**src/rtl/text_frame_ctrl_pkg.sv**
```systemverilog
// text_frame_ctrl_pkg: shared FSM states, overlay geometry constants, 640x480 timing and the origin step helper
package text_frame_ctrl_pkg;
  typedef enum logic [1:0] {IDLE, APPLY, HOLD} state_t;
  localparam int RESET_X = 296;
  localparam int RESET_Y = 224;
  localparam int X_STEP = 8;
  localparam int Y_STEP = 16;
  localparam int X_MAX = 600;
  localparam int Y_MAX = 464;
  localparam int H_VISIBLE = 640;
  localparam int H_FRONT = 16;
  localparam int H_SYNC = 96;
  localparam int H_BACK = 48;
  localparam int H_TOTAL = 800;
  localparam int V_VISIBLE = 480;
  localparam int V_FRONT = 10;
  localparam int V_SYNC = 2;
  localparam int V_BACK = 33;
  localparam int V_TOTAL = 525;
  function automatic logic [9:0] step_pos(input logic [9:0] pos, input logic dec, input logic inc,
                                          input int step, input int max);
    logic [10:0] p;
    p = {1'b0, pos};
    return (dec == inc) ? pos :
           dec ? ((p < 11'(step)) ? 10'(max) : 10'(p - 11'(step))) :
           ((p + 11'(step) > 11'(max)) ? 10'd0 : 10'(p + 11'(step)));
  endfunction
endpackage

```
**src/rtl/text_frame_ctrl_debounce_sync.sv**
```systemverilog
// debounce_sync: two-flop synchroniser followed by a stability counter
module debounce_sync #(
  parameter int DEB_CYCLES = 1000000
) (
  input  logic clk,
  input  logic reset,
  input  logic d,
  output logic q
);
  localparam int CW = DEB_CYCLES > 1 ? $clog2(DEB_CYCLES) : 1;
  logic [1:0]    sync;
  logic [CW-1:0] cnt;
  always_ff @(posedge clk or negedge reset)
    if (!reset) begin
      sync <= '0;
      cnt  <= '0;
      q    <= 1'b0;
    end else begin
      sync <= {sync[0], d};
      if (sync[1] == q) cnt <= '0;
      else if (cnt == CW'(DEB_CYCLES - 1)) begin
        q   <= sync[1];
        cnt <= '0;
      end else cnt <= cnt + 1'b1;
    end
endmodule

```
**src/rtl/text_frame_ctrl.sv**
```systemverilog
// text_frame_ctrl: debounced board controls committed to the text overlay once per vertical blank
module text_frame_ctrl
  import text_frame_ctrl_pkg::*;
#(
  parameter int DEB_CYCLES   = 1000000,
  parameter int BLINK_FRAMES = 30
) (
  input  logic       clk,
  input  logic       reset,
  input  logic       vblank,
  input  logic [2:0] rgbswitches,
  input  logic       blink_sw,
  input  logic       btn_left,
  input  logic       btn_right,
  input  logic       btn_up,
  input  logic       btn_down,
  output logic [9:0] org_x,
  output logic [9:0] org_y,
  output logic [2:0] rgb_color,
  output logic       text_en,
  output logic       commit
);
  localparam int BW = BLINK_FRAMES > 1 ? $clog2(BLINK_FRAMES) : 1;
  logic [7:0]    raw, db;
  logic [3:0]    btn_d, pend, press;
  logic          vb_d, phase, blink_wrap, new_phase;
  logic [BW-1:0] blink_cnt;
  logic [9:0]    nx, ny;
  state_t        state;
  assign raw = {blink_sw, rgbswitches, btn_down, btn_up, btn_right, btn_left};
  for (genvar i = 0; i < 8; i++) begin : g_deb
    debounce_sync #(.DEB_CYCLES(DEB_CYCLES)) u_deb (
      .clk(clk), .reset(reset), .d(raw[i]), .q(db[i])
    );
  end
  assign press      = db[3:0] & ~btn_d;
  assign nx         = step_pos(org_x, pend[0], pend[1], X_STEP, X_MAX);
  assign ny         = step_pos(org_y, pend[2], pend[3], Y_STEP, Y_MAX);
  assign blink_wrap = blink_cnt == BW'(BLINK_FRAMES - 1);
  assign new_phase  = !db[7] ? 1'b1 : blink_wrap ? ~phase : phase;
  always_ff @(posedge clk or negedge reset)
    if (!reset) begin
      state     <= IDLE;
      vb_d      <= 1'b0;
      btn_d     <= '0;
      pend      <= '0;
      blink_cnt <= '0;
      phase     <= 1'b1;
      org_x     <= 10'(RESET_X);
      org_y     <= 10'(RESET_Y);
      rgb_color <= 3'b111;
      text_en   <= 1'b1;
      commit    <= 1'b0;
    end else begin
      vb_d   <= vblank;
      btn_d  <= db[3:0];
      commit <= 1'b0;
      pend   <= (state == APPLY) ? press : (pend | press);
      if (state == IDLE && vblank && !vb_d) state <= APPLY;
      else if (state == APPLY) begin
        state     <= HOLD;
        commit    <= 1'b1;
        rgb_color <= db[6:4];
        org_x     <= nx;
        org_y     <= ny;
        blink_cnt <= (!db[7] || blink_wrap) ? '0 : blink_cnt + 1'b1;
        phase     <= new_phase;
        text_en   <= new_phase;
      end else if (state == HOLD && !vblank) state <= IDLE;
    end
endmodule

```
**config.mk**
```make
export PLATFORM = sky130hd
export DESIGN_NAME = text_frame_ctrl
export DESIGN_NICKNAME = d
export VERILOG_FILES = /design/src/rtl/text_frame_ctrl_pkg.sv /design/src/rtl/text_frame_ctrl_debounce_sync.sv /design/src/rtl/text_frame_ctrl.sv
export SDC_FILE = /design/constraint.sdc
export NUM_CORES = 1
export LEC_CHECK = 0
export CORE_ASPECT_RATIO = 1.25
export CORE_MARGIN = 2
export CORE_UTILIZATION = 41
export CTS_BUF_LIST = sky130_fd_sc_hd__clkbuf_8
export DETAILED_ROUTE_END_ITERATION = 10
export SETUP_SLACK_MARGIN = 0.2
export SKIP_LAST_GASP = 1
export SLEW_MARGIN = 10
export SYNTH_ARGS = -nofsm -noshare
export SYNTH_HDL_FRONTEND = slang
export SYNTH_HIERARCHICAL = 1
export SYNTH_SLANG_ARGS = --single-unit
```
**constraint.sdc**
```tcl
create_clock -name clk -period 3.2 [get_ports clk]
set_clock_uncertainty 0.2 [all_clocks]
set_input_delay 0.64 -clock clk [delete_from_list [all_inputs] [get_ports clk]]
set_output_delay 0.64 -clock clk [all_outputs]
set_load 0.01 [all_outputs]
```
==> impl_summary.md <==
Status
The flow ran to the end, and the final reports show no timing, DRC or antenna violations.

Clock tree
After clock tree synthesis, the clock-pin slew on the worst setup and hold paths is about 0.06 ns. Clock tree synthesis found a total of approximately 220 sinks. No sink is reached through more buffers than the 3 on the longest clock path. The clock latency on the worst-skew pair is about 0.52 ns. The H-tree was split into 2 levels. TritonCTS built the clock tree.

CTS placed an instance of sky130_fd_sc_hd__clkbuf_8 at the clock tree root. The number of buffers added by the clock tree synthesis step is 37. Once the clock tree was built, the setup fixing pass inserted 0 buffers.

Yosys
The synthesized design contains about 220 register bits. After synthesis, the largest area contributor takes up about 47% of total cell area. In the synthesized netlist the async set-or-reset flop fraction comes to 100%. Averaged over all synthesized cells, the footprint is ~10 um^2. The share of the Yosys chip area taken by registers is between 40% and 50%. The number of warnings reported in the yosys synthesis log is 6. The library cell with the largest summed area after synthesis is sky130_fd_sc_hd__dfrtp_1.

sky130_fd_sc_hd__dfrtp_1 is the most common cell in the netlist. Synthesis produced 1,114 cells. In the synthesized netlist the dominant register cell turns out to be sky130_fd_sc_hd__dfrtp_1.

The number of flops mapped to enable cells by yosys is 0. By area the synthesized netlist is led by sky130_fd_sc_hd__dfrtp_1 47%, sky130_fd_sc_hd__xnor2_1 7.2%, sky130_fd_sc_hd__nor2_1 5.6%. The synthesized cell area is about 11,000 um^2. Ranked by instance count, the synthesized netlist is headed by 208 x sky130_fd_sc_hd__dfrtp_1, 166 x sky130_fd_sc_hd__nor2_1, 91 x sky130_fd_sc_hd__xnor2_1, 80 x sky130_fd_sc_hd__nand2_1, 60 x sky130_fd_sc_hd__nand3_1.

The number of distinct library cells after synthesis is 60.

STA
The routed design could run at a clock period as short as about 2.7 ns. The number of endpoints with negative hold slack in the final report is 0. The worst hold-check slack is approximately 0.15 ns. Across all setup checks in the final design, the least slack found is between 0.5 and 0.6 ns.

Setup violations remaining at the end of the flow were counted as 0. Derived from the worst setup path, the maximum achievable clock frequency is 374 MHz. Of the available clock period, the critical path in the final layout requires 83.6%. For the pin with the worst max-slew slack, the measured transition is between 0.7 and 0.8 ns. Setup repair after global routing left no endpoint under its margin.

The count of pins over their slew limit came to 0. Headroom to the max-slew limit came out at 48.4%. The setup TNS after final layout is 0 ns.

Die
The vertical die dimension is 188 um. The boundary pin count is 36. The starting utilization of the core area is between 40% and 50%. The cell row count is 67. Measured along the x axis, the die boundary spans ~150 um. The die footprint is about 28,000 um^2. In this run the standard cell core region covers ~27,000 um^2.

GRT
The wire length of the first global-routing pass is about 38 mm. The via count of the first global-routing pass was about 8,000. The number of antenna violations at the first check in global routing is 0. The total global routing overflow is 0. Entering global routing, the biggest net connects 80 pins.

The total track usage is 15.7%.

Worst setup path
The required time of the critical path is around 2.4 ns. The critical path's top delay family is flip-flops. Counting both buffers and inverters, the worst setup path holds a total of 1. For the worst setup path, the data arrival time is approximately 1.8 ns. For this run, the slowest stage of the critical path takes between 0.6 and 0.7 ns.

For this design, the slowest cell found on the critical path is sky130_fd_sc_hd__dfstp_2. The critical path start-end classification is reg -> out. The largest fanout on the critical path is 15. The worst setup path is captured at a primary output. STA classifies the critical path startpoint as a register.

The signal on the critical path passes through clkdlybuf4s50_1.

Placement
The sum of net half-perimeters after detailed placement is 14.0 mm. The number of buffer cells added on primary ports is 28. In this run, placement finished with an instance count of 1,470. OpenSTA, run right after detailed placement, puts the worst setup slack at 0.779 ns. The congestion estimate from routability-driven global placement came to between 0.8 and 0.9.

Power and ir drop
The total design power is ~5.7 mW. IR analysis of the VDD net gives a maximum drop of 0.273 mV. The leakage power summed over all cells is 5.13 nW.

For this design the ratio of total power to cell area is between 400 and 500 nW/um^2.

Routing
The first detailed-routing pass took 7 iterations. The count of vias placed by the detailed router is 8,092. The wire length reported by the detailed router is 21.3 mm.

In this run the remaining antenna-violating nets after routing total 0. In the routed layout, each cell is associated on average with a via count of around 5.3. The routed length per instance is 13.8 um. For this run, design rule violations remaining after detail routing come to 0. The DRC violation total after the first TritonRoute iteration is about 360.

Worst hold path
In this run the worst hold path is classified as reg -> reg.

Layout
Counting the fill cells in the layout gives 2,533. The synthesis-to-finish area growth is 12.8%. The post-layout instance count excluding filler cells is 1,538. 0 antenna diodes ended up in the layout.

The post-route netlist has about a tenth of its cells at a drive strength greater than 1. The final-stage net count is approximately 1,200.

Flow run
The count of maximum capacitance violations is 0.
==> flip-flops by register name (all words and copies together), names as in the netlist, 2 cells and up <==
signal and count:
g_deb.u_deb/q 8, g_deb.u_deb/cnt 160, pend 4, state 2
g_deb.u_deb/sync 16, blink_cnt 5, rgb_color 3, org_x 7
org_y 6, btn_d 4
==> per-stage QoR <==
stage / utilization (%) / instance area, um^2
after floorplan: - / 11100
after global placement: 44.0 / 11800
after detailed placement: 44.0 / 11800
after CTS: 46.9 / 12600
after global routing: 46.9 / 12600
final: 46.9 / 12600
==> cell families (layout without fill, tap and decap cells) <==
kind of cell	after synthesis	count (layout)	synth area share, %
buffers and inverters	75	148	3.16
multiplexers	26	26	2.52
AND/OR/NAND/NOR	536	536	26.4
adder cells (fa/ha/maj)	16	16	1.80
AO/OA/AOI/OAI	107	107	6.30
flip-flops	218	218	49.1
other	1	7	0.0337
XOR/XNOR	135	135	10.6
==> report_power, final <==
group          leakage [nW]  switching, mW  internal (mW)
combinational          1.74          0.165         0.0744
sequential             2.95         0.0456           2.81
clock                 0.447           1.14           1.49
==> final timing paths <==
path	from	endpoint	slack [ns]	cells past startpoint
max in group asynchronous	reset	org_x[5]$_DFFE_PN1P_	1.52	3
worst max-delay path	org_y[6]$_DFFE_PN1P_	org_y[6]	0.53	1
worst min-delay path	g_deb[3].u_deb/sync[0]$_DFF_PN0_	g_deb[3].u_deb/sync[1]$_DFF_PN0_	0.15	0
worst min register to register	g_deb[3].u_deb/sync[0]$_DFF_PN0_	g_deb[3].u_deb/sync[1]$_DFF_PN0_	0.15	0
worst max register to register	org_y[5]$_DFFE_PN1P_	org_y[6]$_DFFE_PN1P_	0.74	8
min in group asynchronous	reset	g_deb[5].u_deb/cnt[1]$_DFF_PN0_	0.49	2
==> final cells by class <==
cell class	count	area, um^2	area share (%)
clock buffer	47	647	5.15
sequential	218	5470	43.6
timing repair buffer	35	365	2.91
clock inverter	20	140	1.12
inverter	46	173	1.38
tap	345	432	3.44
multi-input combinational	827	5330	42.5
==> cells in the final DEF (no fill, tap or decap), types with 10 or more instances in the layout <==
master,netlist,routed
sky130_fd_sc_hd__o21ai_2,10,10
sky130_fd_sc_hd__xor2_1,44,44
sky130_fd_sc_hd__dfstp_2,10,10
sky130_fd_sc_hd__nand2_1,80,80
sky130_fd_sc_hd__o21ai_0,30,30
sky130_fd_sc_hd__nor3_1,53,53
sky130_fd_sc_hd__clkdlybuf4s50_1,0,27
sky130_fd_sc_hd__nor4_1,33,33
sky130_fd_sc_hd__nand3_1,60,60
sky130_fd_sc_hd__or3_1,16,16
sky130_fd_sc_hd__xnor2_1,91,91
sky130_fd_sc_hd__and4_1,17,17
sky130_fd_sc_hd__nor4b_1,18,18
sky130_fd_sc_hd__clkbuf_8,0,47
sky130_fd_sc_hd__nand4_1,28,28
sky130_fd_sc_hd__dfrtp_1,208,208
sky130_fd_sc_hd__ha_1,16,16
sky130_fd_sc_hd__nor2_1,166,166
sky130_fd_sc_hd__mux2i_1,16,16
sky130_fd_sc_hd__inv_1,45,55
sky130_fd_sc_hd__a21oi_1,28,28
==> repair_timing <==
item / in CTS / in global routing
hold buffers: 1 / 0
resized for setup: 0 / 0
endpoints found under the hold margin: 70 / 0
==> per-layer routing <==
metal	vias to the layer above	wire [um]	global-route usage, %
met3	31	753	3.00
met1	3941	9700	21.0
met2	97	10400	26.0
li1	4023	-	-
met4	0	388	4.57
met5	-	0	0
Note: power is estimated with default switching activity, not from simulation.
